## src/rtl/chess_input_conditioner_pkg.sv

```systemverilog
// Shared constants for the chess-timer button front end.
// Latency: n/a (declarations only).
// Backpressure: n/a.
package chess_input_conditioner_pkg;

    // 10 ms of stability at a 50 MHz core clock.
    localparam int DEBOUNCE_10MS_50MHZ = 500000;

    // Player index carried on o_last_turn and used to select request bits.
    localparam logic PLAYER_1 = 1'b0;
    localparam logic PLAYER_2 = 1'b1;

endpackage

```

## src/rtl/chess_input_conditioner_debounce_channel.sv

```systemverilog
// Purpose: one button channel: 2-flop synchroniser, stability counter, edge strobes.
// Latency: o_level moves DEBOUNCE_CYCLES+2 edges after i_raw changes; strobes lead that edge by one cycle.
// Backpressure: none; free-running, every cycle is consumed.
//
// Ports:
//   i_clk, i_reset  clock and synchronous active-high reset
//   i_raw           asynchronous raw level
//   o_level         debounced level (registered)
//   o_press         combinational strobe, high in the cycle whose closing edge commits 0->1
//   o_release       combinational strobe, high in the cycle whose closing edge commits 1->0
module debounce_channel
    import chess_input_conditioner_pkg::*;
#(
    parameter int DEBOUNCE_CYCLES = DEBOUNCE_10MS_50MHZ,
    parameter int CNT_W           = 20
) (
    input  logic i_clk,
    input  logic i_reset,
    input  logic i_raw,
    output logic o_level,
    output logic o_press,
    output logic o_release
);

    localparam logic [CNT_W-1:0] CNT_LAST = CNT_W'(DEBOUNCE_CYCLES - 1);

    logic             r_s1;
    logic             r_s2;
    logic             r_stable;
    logic [CNT_W-1:0] r_cnt;

    logic w_mismatch;
    logic w_commit;

    assign w_mismatch = (r_s2 != r_stable);
    // The counter only advances while mismatched and is cleared on commit,
    // so it never exceeds CNT_LAST and cannot wrap.
    assign w_commit   = w_mismatch && (r_cnt == CNT_LAST);

    always_ff @(posedge i_clk) begin
        if (i_reset) begin
            r_s1     <= 1'b0;
            r_s2     <= 1'b0;
            r_stable <= 1'b0;
            r_cnt    <= '0;
        end else begin
            r_s1 <= i_raw;
            r_s2 <= r_s1;
            if (!w_mismatch) begin
                r_cnt <= '0;
            end else if (w_commit) begin
                r_stable <= r_s2;
                r_cnt    <= '0;
            end else begin
                r_cnt <= r_cnt + CNT_W'(1);
            end
        end
    end

    assign o_level   = r_stable;
    // Strobes are exposed one cycle early so the parent can register them
    // together with its arbitration decision on the commit edge.
    assign o_press   = w_commit && !r_stable;
    assign o_release = w_commit &&  r_stable;

endmodule

```

## src/rtl/chess_input_conditioner.sv

```systemverilog
// Purpose: debounced, edge-detected turn buttons plus turn-end arbitration for the chess-timer FSM.
// Latency: o_level/o_press/o_release/o_turn_req/o_conflict all update DEBOUNCE_CYCLES+2 edges after i_raw changes.
// Backpressure: none; masked (i_enable=0) presses are dropped, never queued.
//
// Ports:
//   i_clk, i_reset  50 MHz clock, synchronous active-high reset
//   i_enable        1 = turn requests may be issued
//   i_raw           raw button levels, bit p = player p
//   o_level         debounced levels
//   o_press         1-cycle pulse on debounced 0->1
//   o_release       1-cycle pulse on debounced 1->0
//   o_turn_req      one-hot-or-zero 1-cycle turn-end request
//   o_conflict      1-cycle pulse when both players press in the same cycle
//   o_last_turn     index of the last granted player
module chess_input_conditioner
    import chess_input_conditioner_pkg::*;
#(
    // Arbitration below is written for exactly two players.
    parameter int N_INPUTS        = 2,
    parameter int DEBOUNCE_CYCLES = DEBOUNCE_10MS_50MHZ,
    parameter int CNT_W           = 20
) (
    input  logic                i_clk,
    input  logic                i_reset,
    input  logic                i_enable,
    input  logic [N_INPUTS-1:0] i_raw,
    output logic [N_INPUTS-1:0] o_level,
    output logic [N_INPUTS-1:0] o_press,
    output logic [N_INPUTS-1:0] o_release,
    output logic [N_INPUTS-1:0] o_turn_req,
    output logic                o_conflict,
    output logic                o_last_turn
);

    logic [N_INPUTS-1:0] w_press_nxt;
    logic [N_INPUTS-1:0] w_release_nxt;
    logic [N_INPUTS-1:0] w_grant;
    logic                w_conflict;

    logic [N_INPUTS-1:0] r_press;
    logic [N_INPUTS-1:0] r_release;
    logic [N_INPUTS-1:0] r_turn_req;
    logic                r_conflict;
    logic                r_last_turn;
    logic                r_any_granted;

    for (genvar p = 0; p < N_INPUTS; p++) begin : g_chan
        debounce_channel #(
            .DEBOUNCE_CYCLES (DEBOUNCE_CYCLES),
            .CNT_W           (CNT_W)
        ) u_chan (
            .i_clk     (i_clk),
            .i_reset   (i_reset),
            .i_raw     (i_raw[p]),
            .o_level   (o_level[p]),
            .o_press   (w_press_nxt[p]),
            .o_release (w_release_nxt[p])
        );
    end

    // A player may not end the turn twice in a row; the very first grant
    // after reset is open to either player.
    always_comb begin
        w_conflict = 1'b0;
        w_grant    = '0;
        if (i_enable) begin
            if (w_press_nxt[PLAYER_1] && w_press_nxt[PLAYER_2]) begin
                w_conflict = 1'b1;
            end else if (w_press_nxt[PLAYER_1]) begin
                if (!r_any_granted || (r_last_turn != PLAYER_1)) begin
                    w_grant[PLAYER_1] = 1'b1;
                end
            end else if (w_press_nxt[PLAYER_2]) begin
                if (!r_any_granted || (r_last_turn != PLAYER_2)) begin
                    w_grant[PLAYER_2] = 1'b1;
                end
            end
        end
    end

    always_ff @(posedge i_clk) begin
        if (i_reset) begin
            r_press       <= '0;
            r_release     <= '0;
            r_turn_req    <= '0;
            r_conflict    <= 1'b0;
            r_last_turn   <= PLAYER_1;
            r_any_granted <= 1'b0;
        end else begin
            r_press    <= w_press_nxt;
            r_release  <= w_release_nxt;
            r_turn_req <= w_grant;
            r_conflict <= w_conflict;
            if (|w_grant) begin
                r_last_turn   <= w_grant[PLAYER_2] ? PLAYER_2 : PLAYER_1;
                r_any_granted <= 1'b1;
            end
        end
    end

    assign o_press     = r_press;
    assign o_release   = r_release;
    assign o_turn_req  = r_turn_req;
    assign o_conflict  = r_conflict;
    assign o_last_turn = r_last_turn;

endmodule

```

## config.mk

```make
export PLATFORM = sky130hd
export DESIGN_NAME = chess_input_conditioner
export DESIGN_NICKNAME = d
export VERILOG_FILES = /design/src/rtl/chess_input_conditioner_pkg.sv /design/src/rtl/chess_input_conditioner_debounce_channel.sv /design/src/rtl/chess_input_conditioner.sv
export SDC_FILE = /design/constraint.sdc
export NUM_CORES = 1
export LEC_CHECK = 0
export BUFFER_PORTS_ARGS = -buffer_cell sky130_fd_sc_hd__buf_2
export CAP_MARGIN = 20
export CORE_MARGIN = 10
export CORE_UTILIZATION = 45
export CTS_BUF_LIST = sky130_fd_sc_hd__clkbuf_4 sky130_fd_sc_hd__clkbuf_8 sky130_fd_sc_hd__clkbuf_16
export DETAILED_ROUTE_END_ITERATION = 12
export SLEW_MARGIN = 25
export SYNTH_ARGS = -nofsm -noshare
export SYNTH_HDL_FRONTEND = slang
export SYNTH_SLANG_ARGS = --single-unit
```

## constraint.sdc

```tcl
create_clock -name i_clk -period 2.2 [get_ports i_clk]
set_input_delay 0.44 -clock i_clk [delete_from_list [all_inputs] [get_ports i_clk]]
set_output_delay 0.44 -clock i_clk [all_outputs]
set_load 0.01 [all_outputs]
```

==> key figures <==
Clock tree
  – Cts repair resizes: 0
  – CTS HTree Levels: 2
  – CTS Buf Count: 5
  – Skew-Pair Late Insertion Delay: 0.32 ns
  – Clock sinks: 55
  – Hold_buf cts: 0
  – Post-CTS Repair Setup Buffers: 0
  – CTS tree: yes
  – Root Driver: clkbuf_8
  – Max clock buf depth: 2
  – Clock transition time at the flip-flop clock pins of the worst setup and hold paths: 0.10 ns

Final layout
  – FILL cells: 503
  – P&R area growth vs syn: 8.129%
  – Nets@finish: 282
  – Ant. Diodes: 0
  – Post-Route Utilization: 0.5051
  – Most common cell after layout, fill and taps aside: dfxtp_1
  – Most frequent cells in the layout: dfxtp_1, nor2_1, xor2_1, nand2_1
  – Share of cells above drive strength 1: 0.1232

Timing
  – Setup violators final: 0
  – Final min period: 1.801 ns
  – Worst slew margin: 0.6687
  – Fin crit share: 0.8185
  – Final Hold Fails: 0
  – Unrepaired setup endpoints after global routing: no
  – FMAX: 0.5554 GHz
  – Setup TNS: 0 ns
  – Worst Max-Slew Pin Slew: 0.4931 ns
  – Setup Skew: 0.01158 ns
  – Final Max Tran Viols: 0

Place
  – IO buf count: 14
  – Post-detail-place hpwl: 3025 um
  – Final Wtd Congestion: 0.7633

GRT
  – Pin count of the biggest net entering global routing: 20
  – First-pass GRT wire length: 7886 um
  – Total GRT Usage: 0.1101
  – Gr ovfl total: 0
  – Vias in the first global route: 1718
  – Initial antenna violation count: 0

Setup path
  – R2r setup slk: 0.40 ns
  – CP Data Required Time: 2.39 ns
  – Crit. Startpoint: g_chan[0].u_chan.r_cnt[0]
  – Critical Path Sink: g_chan[0].u_chan.r_cnt[12]
  – R2r startpoint: g_chan[0].u_chan.r_cnt[0]
  – Crit path kind: reg -> reg
  – Critical Path End Type: flip-flop
  – R2r endpoint: g_chan[0].u_chan.r_cnt[12]
  – Arr. time, crit path: 1.99 ns
  – Max FO, Critical Path: 19
  – Reg2Reg Depth: 6
  – CP Launch Type: flip-flop

Yosys
  – Synthesized Nets: 270
  – Post-Synth Adder-Cell Area: 0.01042
  – Post-synthesis compound-gate area fraction: 0.01563
  – Primary FF master, synth: dfxtp_1
  – Async SR Flop Fraction: 0
  – Syn Std Cell Area: 2401 um^2
  – YS warnings: 0
  – Syn Area/Cell: 9.129 um^2
  – Main combinational cell family by area after synthesis: simple AND/OR/NAND/NOR gates
  – Synth Instances: 263
  – Post-synthesis simple-gate area fraction: 0.3429
  – Register area share after synthesis: 0.4586
  – Seq cells post-synth: 55
  – Netlist cell types: 41
  – Post-synthesis xor/xnor area fraction: 0.1350
  – Post-synthesis mux area share: 0
  – EDFF count, synth: 0

Hold path
  – Hold Path Class: in -> reg

Floorplan
  – IO Count: 15
  – # rows: 26
  – Core area: 5140 um^2
  – Die X: 93.05 um
  – Die footprint: 8657 um^2
  – Chip Height: 93.05 um
  – Initial Utilization: 0.4671

Detailed routing
  – Post-DR vias/cell: 5.049
  – Routed len/inst: 12.49 um
  – Met2 WL: 1794 um
  – Top routing layer in use: met4
  – Met1 WL: 2284 um
  – Drt first-iter violations: 71
  – DR WL met3: 170 um
  – Via count: 1747
  – Drt first pass iters: 4
  – Final WL: 4323 um
  – Antenna Nets Post-Route: 0
  – Drc violations: 0

Power
  – Leakage: 0.8725 nW
  – Power Density: 625.3 nW/um^2
  – Maximum VDD drop: 0.4235 mV

Job
  – MaxCap Viol Count: 0

Status
  – Status: finished, final reports clean
==> how the worst min path moves through the flow <==
stage / slack, ns / end / cells past startpoint / startpoint
4_1_cts: 0.32 / g_chan[0].u_chan.r_s1 / 2 / i_raw[0]
3_3_place_gp: 0.42 / g_chan[1].u_chan.r_s2 / 1 / g_chan[1].u_chan.r_s1
5_1_grt: 0.34 / g_chan[1].u_chan.r_s1 / 2 / i_raw[1]
3_5_place_dp: 0.43 / g_chan[0].u_chan.r_s2 / 1 / g_chan[0].u_chan.r_s1
6_report: 0.33 / g_chan[1].u_chan.r_s1 / 2 / i_raw[1]
2_1_floorplan: 0.41 / g_chan[0].u_chan.r_s2 / 1 / g_chan[0].u_chan.r_s1
==> critical path, cell delays in order (launching register included) <==
cell and delay, ns:
dfxtp_1 0.39, ha_1 0.22, and4_1 0.26, nor2b_1 0.27
nand2_2 0.13, nand2_2 0.30, nor2_1 0.09
==> sequential cells by signal, indices dropped and copies added, names as in the netlist <==
name and flops:
g_chan.u_chan.o_level 2, g_chan.u_chan.r_cnt 40, g_chan.u_chan.r_s1 2, g_chan.u_chan.r_s2 2, o_conflict 1, o_last_turn 1
o_press 2, o_release 2, o_turn_req 2, r_any_granted 1
==> cell type report <==
type / instances / area [um^2] / share of cell area
clock buffer: 6 / 82.58 / 0.03181
clock inverter: 2 / 18.77 / 0.007229
inverter: 5 / 18.77 / 0.007229
multi-input combinational: 193 / 1210 / 0.4660
sequential: 55 / 1101 / 0.4241
tap: 70 / 87.58 / 0.03373
timing repair buffer: 15 / 77.57 / 0.02988
==> through the flow <==
| stage | cell area (um^2) | cells | hold WS, ns | worst slack, ns | power, mW |
|---|---|---|---|---|---|
| floorplan | 2401 | 263 | 0.4138 | 0.6170 | 1.040 |
| global placement | 2495 | 338 | 0.4215 | 0.5136 | 1.046 |
| detailed placement | 2495 | 338 | 0.4278 | 0.4265 | 1.046 |
| CTS | 2596 | 346 | 0.3188 | 0.3753 | 1.648 |
| global route | 2596 | 346 | 0.3431 | 0.1472 | 1.696 |
| finish | 2596 | 346 | 0.3270 | 0.3994 | 1.623 |
==> per-layer routing <==
layer,track usage,vias to the layer above
li1,-,918
met1,0.1485,799
met2,0.1560,24
met3,0.03437,6
met4,0.05013,0
met5,0,-
==> synthesized netlist by cell type (all sizes together) (2+ instances only) <==
cell type	n	area share
xor2	27	0.098
ha	2	0.010
inv	5	0.0078
dfxtp	55	0.46
clkbuf	3	0.0057
nor2b	6	0.016
and4	7	0.026
and3	6	0.016
o21ai	2	0.0057
a21oi	3	0.0063
nor3b	2	0.0063
nor4	7	0.032
nor3	6	0.015
nand2b	4	0.010
nand3	16	0.035
and2	3	0.0078
xnor2	10	0.036
nor2	47	0.073
nor4b	2	0.0099
nand2	21	0.035
buf	7	0.024
nand4	16	0.044
==> where the power goes <==
part	switching, mW	internal, mW
registers	0.00299	0.999
clock network	0.338	0.263
logic	0.0126	0.00749
total	0.353	1.27
==> cells by family (layout without fill, tap and decap cells) <==
logic type / after synthesis / in the layout
AOI/OAI and AO/OA: 6 / 6
xor gates and xnor gates: 37 / 37
adders and majority gates: 2 / 2
buffers and inverters: 15 / 28
DFF: 55 / 55
and+or+nand+nor: 148 / 148
Note: power is estimated with default switching activity, not from simulation.
